--- config.mk ---
export PLATFORM = sky130hd
export DESIGN_NAME = traffic_seq_ctrl
export DESIGN_NICKNAME = d
export VERILOG_FILES = /design/src/rtl/traffic_pkg.sv /design/src/rtl/traffic_seq_ctrl_phase_timer.sv /design/src/rtl/traffic_seq_ctrl.sv
export SDC_FILE = /design/constraint.sdc
export NUM_CORES = 1
export LEC_CHECK = 0
export CAP_MARGIN = 5
export CORE_AREA = 2 2 61 63
export DETAILED_ROUTE_END_ITERATION = 12
export DIE_AREA = 0 0 63 65
export MAX_ROUTING_LAYER = met4
export PLACE_DENSITY_LB_ADDON = 0.05
export SYNTH_ARGS = -nofsm -noshare
export SYNTH_HDL_FRONTEND = slang
export SYNTH_SLANG_ARGS = --single-unit
--- constraint.sdc ---
create_clock -name clk -period 7.6 [get_ports clk]
set_clock_uncertainty 0.05 [all_clocks]
set_input_delay 1.52 -clock clk [delete_from_list [all_inputs] [get_ports clk]]
set_output_delay 1.52 -clock clk [all_outputs]
set_load 0.05 [all_outputs]
--- src/rtl/traffic_pkg.sv ---
// traffic_pkg: lamp codes and sequencer state type shared by the traffic-light sequencer files.
package traffic_pkg;
  localparam logic [2:0] LT_OFF    = 3'b000;
  localparam logic [2:0] LT_RED    = 3'b100;
  localparam logic [2:0] LT_GREEN  = 3'b010;
  localparam logic [2:0] LT_YELLOW = 3'b001;
  typedef enum logic [1:0] {IDLE, GREEN, YELLOW, ALLRED} tl_state_t;
endpackage

--- src/rtl/traffic_seq_ctrl_phase_timer.sv ---
// phase_timer: loadable down-counter that stops at zero and flags expiry.
module phase_timer #(
  parameter int CNT_W = 8
) (
  input  logic             clk,
  input  logic             rst_n,
  input  logic             i_load,
  input  logic [CNT_W-1:0] i_load_val,
  output logic [CNT_W-1:0] o_count,
  output logic             o_expired
);
  logic [CNT_W-1:0] r_cnt;
  always_ff @(posedge clk or negedge rst_n) begin
    if (!rst_n) r_cnt <= '0;
    else if (i_load) r_cnt <= i_load_val;
    else if (!o_expired) r_cnt <= r_cnt - CNT_W'(1);
  end
  assign o_count   = r_cnt;
  assign o_expired = (r_cnt == '0);
endmodule

--- src/rtl/traffic_seq_ctrl.sv ---
// traffic_seq_ctrl: round-robin N_CH-approach traffic-light sequencer with programmable phase lengths.
// Define TL_ALLRED_EN to insert the all-red clearance phase between YELLOW and the next GREEN.
module traffic_seq_ctrl
  import traffic_pkg::*;
#(
  parameter int N_CH  = 2,
  parameter int CNT_W = 8,
  parameter int CH_W  = $clog2(N_CH)
) (
  input  logic              clk,
  input  logic              rst_n,
  input  logic              en,
  input  logic [CNT_W-1:0]  green_time,
  input  logic [CNT_W-1:0]  yellow_time,
  input  logic [CNT_W-1:0]  allred_time,
  output logic [3*N_CH-1:0] lights,
  output logic [CH_W-1:0]   cur_ch,
  output logic              phase_done,
  output logic              cycle_wrap
);
  tl_state_t         r_state, w_step, w_nxt_state;
  logic [CH_W-1:0]   r_ch, w_ch_inc, w_nxt_ch;
  logic [CNT_W-1:0]  w_cnt, w_dur, w_ld_val, w_nxt_cnt;
  logic [3*N_CH-1:0] r_lights, w_lights;
  logic              r_done, r_wrap, w_exp, w_load;

  phase_timer #(.CNT_W(CNT_W)) u_timer (
    .clk        (clk),
    .rst_n      (rst_n),
    .i_load     (w_load),
    .i_load_val (w_ld_val),
    .o_count    (w_cnt),
    .o_expired  (w_exp)
  );

`ifdef TL_ALLRED_EN
  assign w_step = (r_state == GREEN) ? YELLOW : (r_state == YELLOW) ? ALLRED : GREEN;
  assign w_dur  = (w_nxt_state == GREEN) ? green_time : (w_nxt_state == YELLOW) ? yellow_time :
                  (w_nxt_state == ALLRED) ? allred_time : '0;
`else
  logic w_unused_allred;
  assign w_unused_allred = ^allred_time;
  assign w_step = (r_state == GREEN) ? YELLOW : GREEN;
  assign w_dur  = (w_nxt_state == GREEN) ? green_time : (w_nxt_state == YELLOW) ? yellow_time : '0;
`endif

  assign w_ch_inc    = (r_ch == CH_W'(N_CH - 1)) ? '0 : r_ch + CH_W'(1);
  assign w_nxt_state = !en ? IDLE : (r_state == IDLE) ? GREEN : w_exp ? w_step : r_state;
  assign w_nxt_ch    = (!en || r_state == IDLE) ? '0 : (w_exp && w_step == GREEN) ? w_ch_inc : r_ch;
  // Every phase entry (and every idle cycle) reloads the timer, so durations are sampled only here.
  assign w_load      = !en || (r_state == IDLE) || w_exp;
  assign w_ld_val    = (w_dur == '0) ? '0 : w_dur - CNT_W'(1);
  assign w_nxt_cnt   = w_load ? w_ld_val : (w_exp ? '0 : w_cnt - CNT_W'(1));

  always_comb begin
    w_lights = '0;
    for (int i = 0; i < N_CH; i++)
      w_lights[3*i +: 3] = (w_nxt_state == IDLE) ? LT_OFF :
                           (w_nxt_state == ALLRED || CH_W'(i) != w_nxt_ch) ? LT_RED :
                           (w_nxt_state == GREEN) ? LT_GREEN : LT_YELLOW;
  end

  always_ff @(posedge clk or negedge rst_n) begin
    if (!rst_n) begin
      r_state  <= IDLE;
      r_ch     <= '0;
      r_lights <= '0;
      r_done   <= 1'b0;
      r_wrap   <= 1'b0;
    end else begin
      r_state  <= w_nxt_state;
      r_ch     <= w_nxt_ch;
      r_lights <= w_lights;
      r_done   <= (w_nxt_state != IDLE) && (w_nxt_cnt == '0);
      r_wrap   <= w_load && (w_nxt_state == GREEN) && (w_nxt_ch == '0);
    end
  end

  assign lights     = r_lights;
  assign cur_ch     = r_ch;
  assign phase_done = r_done;
  assign cycle_wrap = r_wrap;
endmodule

Yosys cells after proc, flatten, opt, wreduce, memory -nomap -nowiden
Index checks and enable logic that the tools add are counted.
{"block": "totals", "output_inout_bits": 9, "word_cells": 50, "register_bits": 19}
{"block": "op_classes", "mux": 19, "n_reduce_logical": 15, "n_eq_ne": 6, "bitwise": 1, "addsub": 3}
{"op": "two-way mux 8 bit", "n": 7}
{"op": "zero test 8 bit", "n": 3}
{"op": "subtractor 8 x 1 -> 8 bit, second input constant", "n": 2}
{"op": "two-way mux 3 bit", "n": 4}
{"op": "two-way mux 2 bit", "n": 5}
{"op": "equality test 2 x 1 -> 1 bit, second input constant", "n": 3}
{"op": "equality test 2 bit, second input constant", "n": 2}
{"op": "logical AND 1 bit", "n": 4}
{"op": "zero test 2 bit", "n": 2}
{"op": "logical OR 1 bit", "n": 4}
{"op": "two-way mux 1 bit", "n": 3}
{"op": "!= test 2 x 1 -> 1 bit, second input constant", "n": 1}
{"op": "nonzero test 2 bit", "n": 1}
{"op": "adder 1 bit, second input constant", "n": 1}
{"op": "zero test 1 bit", "n": 1}
{"op": "inverter 1 bit", "n": 1}

Logic depth before layout (Yosys ltp)
Gate-level depths: netlist (run 1).
{"block": "depth", "depth_word": 13, "ltp_mapped": 14, "depth_no_buf": 13}

Modules after synthesis
A second synthesis (run 1) with hierarchy kept.
{"block": "unflattened", "cells_unflattened": 192, "area_unflattened_um2": 1665.3}
{"module": "traffic_seq_ctrl", "cells_each": 133, "area_per_inst_um2": 1126.1, "n_inst": 1, "seq_area_each_um2": 275.3}
{"module": "phase_timer", "cells_each": 59, "area_per_inst_um2": 539.3, "n_inst": 1, "seq_area_each_um2": 200.2}

Worst setup path before layout (run 1)
OpenSTA, ideal clock, no wires.
{"block": "synth_timing", "kind": "input -> register", "startpoint": "input port yellow_time[4]", "endpoint": "register r_done, in the netlist phase_done", "arrival_ns": 3.177, "path_slack_ns": 4.278, "stages": 7, "cell_sequence": "or3_1 o211ai_1 and4bb_2 a31oi_4 nor4_4 o211ai_2 nor4_2"}
{"block": "synth_between", "elab_chain_cells": 7, "word_cells_on_any_way": 8}
{"item": "start, declared", "line_no": "traffic_seq_ctrl.sv:14", "text": "input logic [CNT_W-1:0] yellow_time,"}
{"item": "two-way mux 8 bit (*) (2 in series)", "line_no": "traffic_seq_ctrl.sv:44", "text": "assign w_dur = (w_nxt_state == GREEN) ? green_time : (w_nxt_state == YELLOW) ? yellow_time : '0;"}
{"item": "subtractor 8 x 1 -> 8 bit / zero test 8 bit (equally long branches)", "line_no": "traffic_seq_ctrl.sv:52", "text": "assign w_ld_val = (w_dur == '0) ? '0 : w_dur - CNT_W'(1);"}
{"item": "two-way mux 8 bit (*)", "line_no": "traffic_seq_ctrl.sv:52"}
{"item": "two-way mux 8 bit (*)", "line_no": "traffic_seq_ctrl.sv:53", "text": "assign w_nxt_cnt = w_load ? w_ld_val : (w_exp ? '0 : w_cnt - CNT_W'(1));"}
{"item": "zero test 8 bit (*)", "line_no": "traffic_seq_ctrl.sv:74", "text": "r_done <= (w_nxt_state != IDLE) && (w_nxt_cnt == '0);"}
{"item": "logical AND 1 bit (*)", "line_no": "traffic_seq_ctrl.sv:74"}
{"item": "end signal, assigned", "line_no": "traffic_seq_ctrl.sv:74"}
{"item": "end, declared", "line_no": "traffic_seq_ctrl.sv:25", "text": "logic r_done, r_wrap, w_exp, w_load;"}
Every way passes the cells marked *; elsewhere a longest branch is shown, timed or not.
A chain may end at the register's enable or synchronous reset.

Worst setup path after layout (run 1)
{"block": "layout_timing", "startpoint": "input port en", "endpoint": "register r_done, in the netlist phase_done"}
{"block": "layout_between", "elab_chain_cells": 9, "word_cells_on_any_way": 15}
{"item": "start, declared", "line_no": "traffic_seq_ctrl.sv:12", "text": "input logic en,"}
{"item": "two-way mux 2 bit", "line_no": "traffic_seq_ctrl.sv:48", "text": "assign w_nxt_state = !en ? IDLE : (r_state == IDLE) ? GREEN : w_exp ? w_step : r_state;"}
{"item": "equality test 2 bit", "line_no": "traffic_seq_ctrl.sv:44"}
{"item": "two-way mux 8 bit (2 in series)", "line_no": "traffic_seq_ctrl.sv:44"}
{"item": "subtractor 8 x 1 -> 8 bit / zero test 8 bit (equally long branches)", "line_no": "traffic_seq_ctrl.sv:52"}
{"item": "two-way mux 8 bit", "line_no": "traffic_seq_ctrl.sv:52"}
{"item": "two-way mux 8 bit", "line_no": "traffic_seq_ctrl.sv:53"}
{"item": "zero test 8 bit", "line_no": "traffic_seq_ctrl.sv:74"}
{"item": "logical AND 1 bit (*)", "line_no": "traffic_seq_ctrl.sv:74"}
Marked as above.

==> metrics, run 1 <==
max_cap viols=0; vias in the first global route=1546; max-slew violation count=0; drt pass-1 iters=4; Max Fclk=249.7 MHz; top post-synthesis cells by area=dfrtp_1, o211ai_1, xnor2_1; Layout area overhead=19.04%; Final #Nets=245; adder-cell share of the synthesized area=3.058%; Arr. time, crit path=4.17 ns; slack of the critical path=3.596 ns; leading area contributor after synthesis=dfrtp_1; Least-Margin Pin Slew=1.065 ns; Initial Util=46.81%; Setup CP Type=input pin to flip-flop; clk buf depth=2; met1 Use GR=29.04%; drt via density=6.241; syn nets=225; row count=22; setup TNS=0 ns; simple logic cell fraction of the synthesized area=30.05%; period utilization=52.69%; Port Buf Inserts=27; largest family of logic cells by synthesized area=simple AND/OR/NAND/NOR gates; Residual DRC=0; Num CTS Buffers=3; clock root cell=clkbuf_4; Syn Inst Count=194; die area=0.004095 mm^2; CTS tree=yes; Startpoint Class=input pin; dpl hpwl=3179 um; grt met3 use=1.215%; count leader, synth=dfrtp_1; Die H=65 um; Pwr Total=257.7 uW; Tmin final=4.005 ns; largest net degree at the start of global routing=21; vias post-DR=1629; Slew HR=28.99%; RSZ-0062 raised after global routing=false; CTS sink cnt=19; worst path required time=7.76 ns; GR Util met2=39.63%; Worst setup EP type=flip-flop; Async SR Flop Fraction=100.0%; CTS H-tree depth=1; Filler cells=348; Hold WC Path Type=flip-flop to flip-flop; Seq cells post-synth=19; CTS clk-pin slew, worst paths=0.11 ns; first-pass GRT wire length=7251 um; Hold Worst Slack=0.4884 ns; Seq/Total Area, Yosys=29.05%; number of synthesized flops with an enable pin=0; Boundary Pins=36; XOR/XNOR share of the synthesized area=4.281%; Final setup viols=0; Crit Path Max Fanout=15; P_leak=0.0006997 uW; hold_buf cts=0; Post-Syn Area per Cell=8.436 um^2; busiest grt layer=met2; Clock Latency Late Sink=0.30 ns; iteration-0 DRC count of the detailed router=85; initial antenna violation count=0; mux contribution to synthesized area=0%; Power Dens Cells=132.3 mW/mm^2; Die Width=63 um; DR WL/cell=16.15 um; ANT cells=0; Commonest cells post-synth=dfrtp_1, nand2_1, nor2_1, o211ai_1, nand4_1; Post-Place Setup Slack=3.268 ns; YS warnings=0; Routed WL=4215 um; Final Hold Viols=0; setup bufs post-CTS=0; status=finished clean; share of layout cells above drive strength 1=8.451%; Top FF cell, synth=dfrtp_1; top cell type's share of synthesized area=29.05%; overall routing resource usage=22.83%; remaining antenna violation count=0; Area after DPL=0.001922 mm^2; cts repair resizes=0; core footprint=0.003496 mm^2; post-route cell area=0.001948 mm^2; routability congestion estimate=0.8416; Cell Area, Synth=0.001637 mm^2; GRT overflow=0; maximum VDD drop=0.00004981 V; Netlist cell types=53; Synth Area in Compound Gates=27.45%
## cells by family after synthesis
group                    count (synthesis)
AO/OA/AOI/OAI                           59
XOR/XNOR                                 8
buffers and inverters                   22
AND/OR/NAND/NOR                         82
flip-flops                              19
adder cells (fa/ha/maj)                  4
## state kept, by name (all words and copies together) (netlist names)
name	cells
u_timer.o_count	8
lights	6
cycle_wrap	1
phase_done	1
r_state	2
cur_ch	1
## per-stage QoR
step | utilization [%] | instances
final | 55.73 | 261
after detailed placement | 54.97 | 257
after CTS | 55.73 | 261
after global routing | 55.73 | 261
after global placement | 54.97 | 257
after floorplan | - | 194
## placed cells by master, fill, tap and decap left out, types with 3 or more instances in the layout
master	n
clkdlybuf4s50_1	27
dfrtp_1	19
nand2_1	16
nor2_1	16
o211ai_1	11
nand4_1	9
xnor2_1	8
and4_1	7
a21oi_1	7
inv_1	6
nand3_1	6
o21ai_0	6
a31oi_1	6
a211oi_1	5
and3_1	4
ha_1	4
nor4_2	3
nand2b_1	3
o31ai_1	3
nor3_1	3
a311oi_1	3
clkbuf_4	3
buf_4	3
## area by class of cell
type	instances	area (um^2)	area share [%]
sequential	19	475.5	24.41
timing repair buffer	30	292.8	15.03
clock buffer	4	26.28	1.349
inverter	7	26.28	1.349
tap	48	60.06	3.083
multi-input combinational	153	1067	54.78
## path summary, 6_finish.rpt
path                                    start                 end  slack [ns]  depth (start not counted)
setup / recovery                           en          phase_done        3.60                         10
hold / removal             u_timer.o_count[0]  u_timer.o_count[0]        0.49                          1
setup reg to reg           u_timer.o_count[3]          phase_done        4.10                         10
hold reg to reg            u_timer.o_count[0]  u_timer.o_count[0]        0.49                          1
max in group asynchronous               rst_n          cycle_wrap        5.37                          1
min in group asynchronous               rst_n  u_timer.o_count[3]        1.63                          1
## layer usage
| metal | part of all wire [%] | vias to the layer above |
|---|---|---|
| li1 | - | 790 |
| met1 | 44 | 790 |
| met2 | 51 | 44 |
| met3 | 3.4 | 5 |
| met4 | 1.1 | 0 |
| met5 | 0 | - |
## critical path: stages
cell             delay (ns)
clkdlybuf4s50_1        0.72
inv_1                  0.39
nor2_1                 0.26
inv_1                  0.08
ha_1                   0.26
and2_1                 0.16
and4_1                 0.20
a211oi_1               0.26
a31oi_1                0.16
nor4_2                 0.15
## power breakdown
part           switching [uW]  internal (uW)  total [uW]
clock                    30.8           20.4        51.2
sequential               9.75            109         119
combinational            51.4           36.3        87.6
No activity file was read; power rests on OpenSTA's default activity.
==> run 2: changes to the inputs <==
--- a/config.mk
+++ b/config.mk
@@ -6,9 +6,9 @@
 export NUM_CORES = 1
 export LEC_CHECK = 0
 export CAP_MARGIN = 5
-export CORE_AREA = 2 2 61 63
+export CORE_AREA = 2 2 63 65
 export DETAILED_ROUTE_END_ITERATION = 12
-export DIE_AREA = 0 0 63 65
+export DIE_AREA = 0 0 65 67
 export MAX_ROUTING_LAYER = met4
 export PLACE_DENSITY_LB_ADDON = 0.05
 export SYNTH_ARGS = -nofsm -noshare
==> constraint.sdc (replaced) <==
create_clock -name clk -period 3.55 [get_ports clk]
set_clock_uncertainty 0.05 [all_clocks]
set_input_delay 0.71 -clock clk [delete_from_list [all_inputs] [get_ports clk]]
set_output_delay 0.71 -clock clk [all_outputs]
set_load 0.05 [all_outputs]
==> run 2 against run 1 <==
Clock power grew to 2.9 times the previous value. Final area grew 5.1%. Register-to-register slack lost 3.7 ns.
==> metrics, run 2 (synthesized netlist as in run 1, its figures left out) <==
status=finished clean; Max Fclk=314.8 MHz; largest net degree at the start of global routing=20 (-4.8%); Setup CP Type=flip-flop to flip-flop; reg2reg setup slack=0.37 ns (-3.73 ns); Hold EP=u_timer.o_count[0]; drt via density=6.225 (-0.26%); dpl hpwl=3422 um (+7.7%); Startpoint Class=flip-flop; iteration-0 DRC count of the detailed router=83 (-2.4%); max reg flops=8 (unchanged); slowest CP cell=or3b_2; Num CTS Buffers=3 (unchanged); Int Power=399.5 uW (+140%); Switching Power=203.9 uW (+120%); reg2reg end=phase_done; reg2reg path depth=12 (+2); max-slew violation count=0 (unchanged); clock root cell=clkbuf_8; most frequent cells in the layout=clkdlybuf4s50_1, dfrtp_1, nand2_1, nor2_1, buf_4; first-pass GRT wire length=7590 um (+4.7%); Final setup viols=0 (unchanged); setup bufs post-CTS=0 (unchanged); Boundary Pins=36 (unchanged); overall routing resource usage=23.08% (+0.25 points); worst path required time=3.66 ns (-4.10 ns); Power Dens Cells=294.8 mW/mm^2 (+120%); Die H=67 um (+3.1%); Crit Path Max Fanout=6 (-9); RSZ-0062 raised after global routing=false; Port Buf Inserts=27 (unchanged); CTS clk-pin slew, worst paths=0.07 ns (-0.04 ns); Cell Chain, Critical Path=inv_1, ha_1, or3b_2, o211ai_1, and4_1, nor2_1, inv_1, ha_1, a311oi_1, a311oi_1, a31oi_1, nor4_2; Worst setup EP type=flip-flop; Slew HR=46.21% (+17 points); period utilization=89.48%; Die Width=65 um (+3.2%); Hold Startpoint=u_timer.o_count[0]; combinational cell fraction of total power=33.1% (-0.9 points); Filler cells=328 (-5.7%); CTS H-tree depth=1 (unchanged); Arr. time, crit path=3.29 ns (-0.88 ns); CTS sink cnt=19 (unchanged); hold_buf cts=0 (unchanged); ANT cells=0 (unchanged); CTS tree=yes; setup TNS=0 ns (unchanged); vias in the first global route=1616 (+4.5%); maximum VDD drop=0.0001239 V (+150%); Tmin final=3.177 ns; die area=0.004355 mm^2 (+6.3%); vias post-DR=1687 (+3.6%); most common cell after layout, fill and taps aside=clkdlybuf4s50_1; initial antenna violation count=0 (unchanged); Least-Margin Pin Slew=0.8044 ns (-0.2607 ns); Routed WL=4390 um (+4.2%); max_cap viols=0 (unchanged); Hold WC Path Type=flip-flop to flip-flop; row count=22 (unchanged); drt pass-1 iters=4 (unchanged); clk buf depth=2 (unchanged); remaining antenna violation count=0 (unchanged); core footprint=0.003606 mm^2 (+3.1%); Seq pwr share=42.4% (-3.7 points); Switching Share=33.79% (-1.9 points); critical path's top delay family=simple AND/OR/NAND/NOR gates; Residual DRC=0 (unchanged); DR WL/cell=16.20 um (+0.31%); P_leak=0.0007555 uW (+8.0%); hold depth=1 (unchanged); Layout area overhead=25.08%; cts repair resizes=0 (unchanged); GRT overflow=0 (unchanged); routability congestion estimate=0.8484 (+0.81%); Clock Latency Late Sink=0.26 ns (-0.04 ns); CP bufs+invs=2 (-1); clock power share=24.6% (+4.7 points); Final Core Density=56.77% (+1.0 points); launch point of the worst reg-to-reg path=u_timer.o_count[0]; share of layout cells above drive strength 1=13.00% (+4.6 points); Initial Util=45.39% (-1.4 points); Largest stage delay, worst path=0.51 ns (-0.21 ns); Final Hold Viols=0 (unchanged); Final #Nets=255 (+4.1%)
[run 2: power groups by stage]
| stage | registers (uW) | clock network [uW] | logic [uW] |
|---|---|---|---|
| 4_1_cts | 256 | 151 | 197 |
| 6_report | 256 | 148 | 200 |
| 3_5_place_dp | 260 | 0 | 196 |
| 2_1_floorplan | 260 | 0 | 120 |
| 3_3_place_gp | 257 | 0 | 192 |
| 5_1_grt | 259 | 158 | 219 |
[run 2: through the flow]
stage,std cells,instance area [um^2],total power (uW),worst slack (ns),hold WS [ns]
after floorplan,194,1637,379.9,0.5595,0.3644
after global placement,267,1997,449.7,0.3979,0.4611
after detailed placement,267,1997,455.3,0.2547,0.4716
after CTS,271,2042,603.1,0.2562,0.4800
after global routing,271,2047,635.1,0.04475,0.4974
final,271,2047,603.4,0.3733,0.4825
[run 2: metal layers]
layer  vias to the layer above  wire, um  track usage (%)
met3                         4       192            1.014
met5                         -         0                -
li1                        815         -                -
met2                        53      2133            39.43
met1                       815      2015            29.58
met4                         0        48            7.447
[run 2: how the worst max path moves through the flow]
stage                  startpoint    endpoint  cells after the start
2_1_floorplan  u_timer.o_count[0]  phase_done                     13
3_3_place_gp   u_timer.o_count[0]  phase_done                     12
3_5_place_dp   u_timer.o_count[0]  phase_done                     12
4_1_cts        u_timer.o_count[0]  phase_done                     12
5_1_grt        u_timer.o_count[0]  phase_done                     14
6_report       u_timer.o_count[0]  phase_done                     12
[run 2: area by class of cell]
cell class,instances,area (um^2),area share (%)
sequential,19,475.5,23.23
clock buffer,4,45.04,2.200
inverter,7,26.28,1.284
tap,48,60.06,2.934
timing repair buffer,40,367.9,17.97
multi-input combinational,153,1072,52.38
[run 2: worst register-to-register path: cells and delay by family, from the launching register on]
| family | cells | cell delay, ns |
|---|---|---|
| compound gates | 4 | 0.85 |
| flops | 1 | 0.41 |
| buf+inv | 2 | 0.18 |
| fa+ha+maj | 2 | 0.48 |
| simple gates | 4 | 1.11 |
==> run 3: changes to the inputs <==
--- a/config.mk
+++ b/config.mk
@@ -14,3 +14,4 @@
 export SYNTH_ARGS = -nofsm -noshare
 export SYNTH_HDL_FRONTEND = slang
 export SYNTH_SLANG_ARGS = --single-unit
+export TNS_END_PERCENT = 20
==> results of run 3 <==
The final DEF is identical to that of run 2; final timing and power are the same.
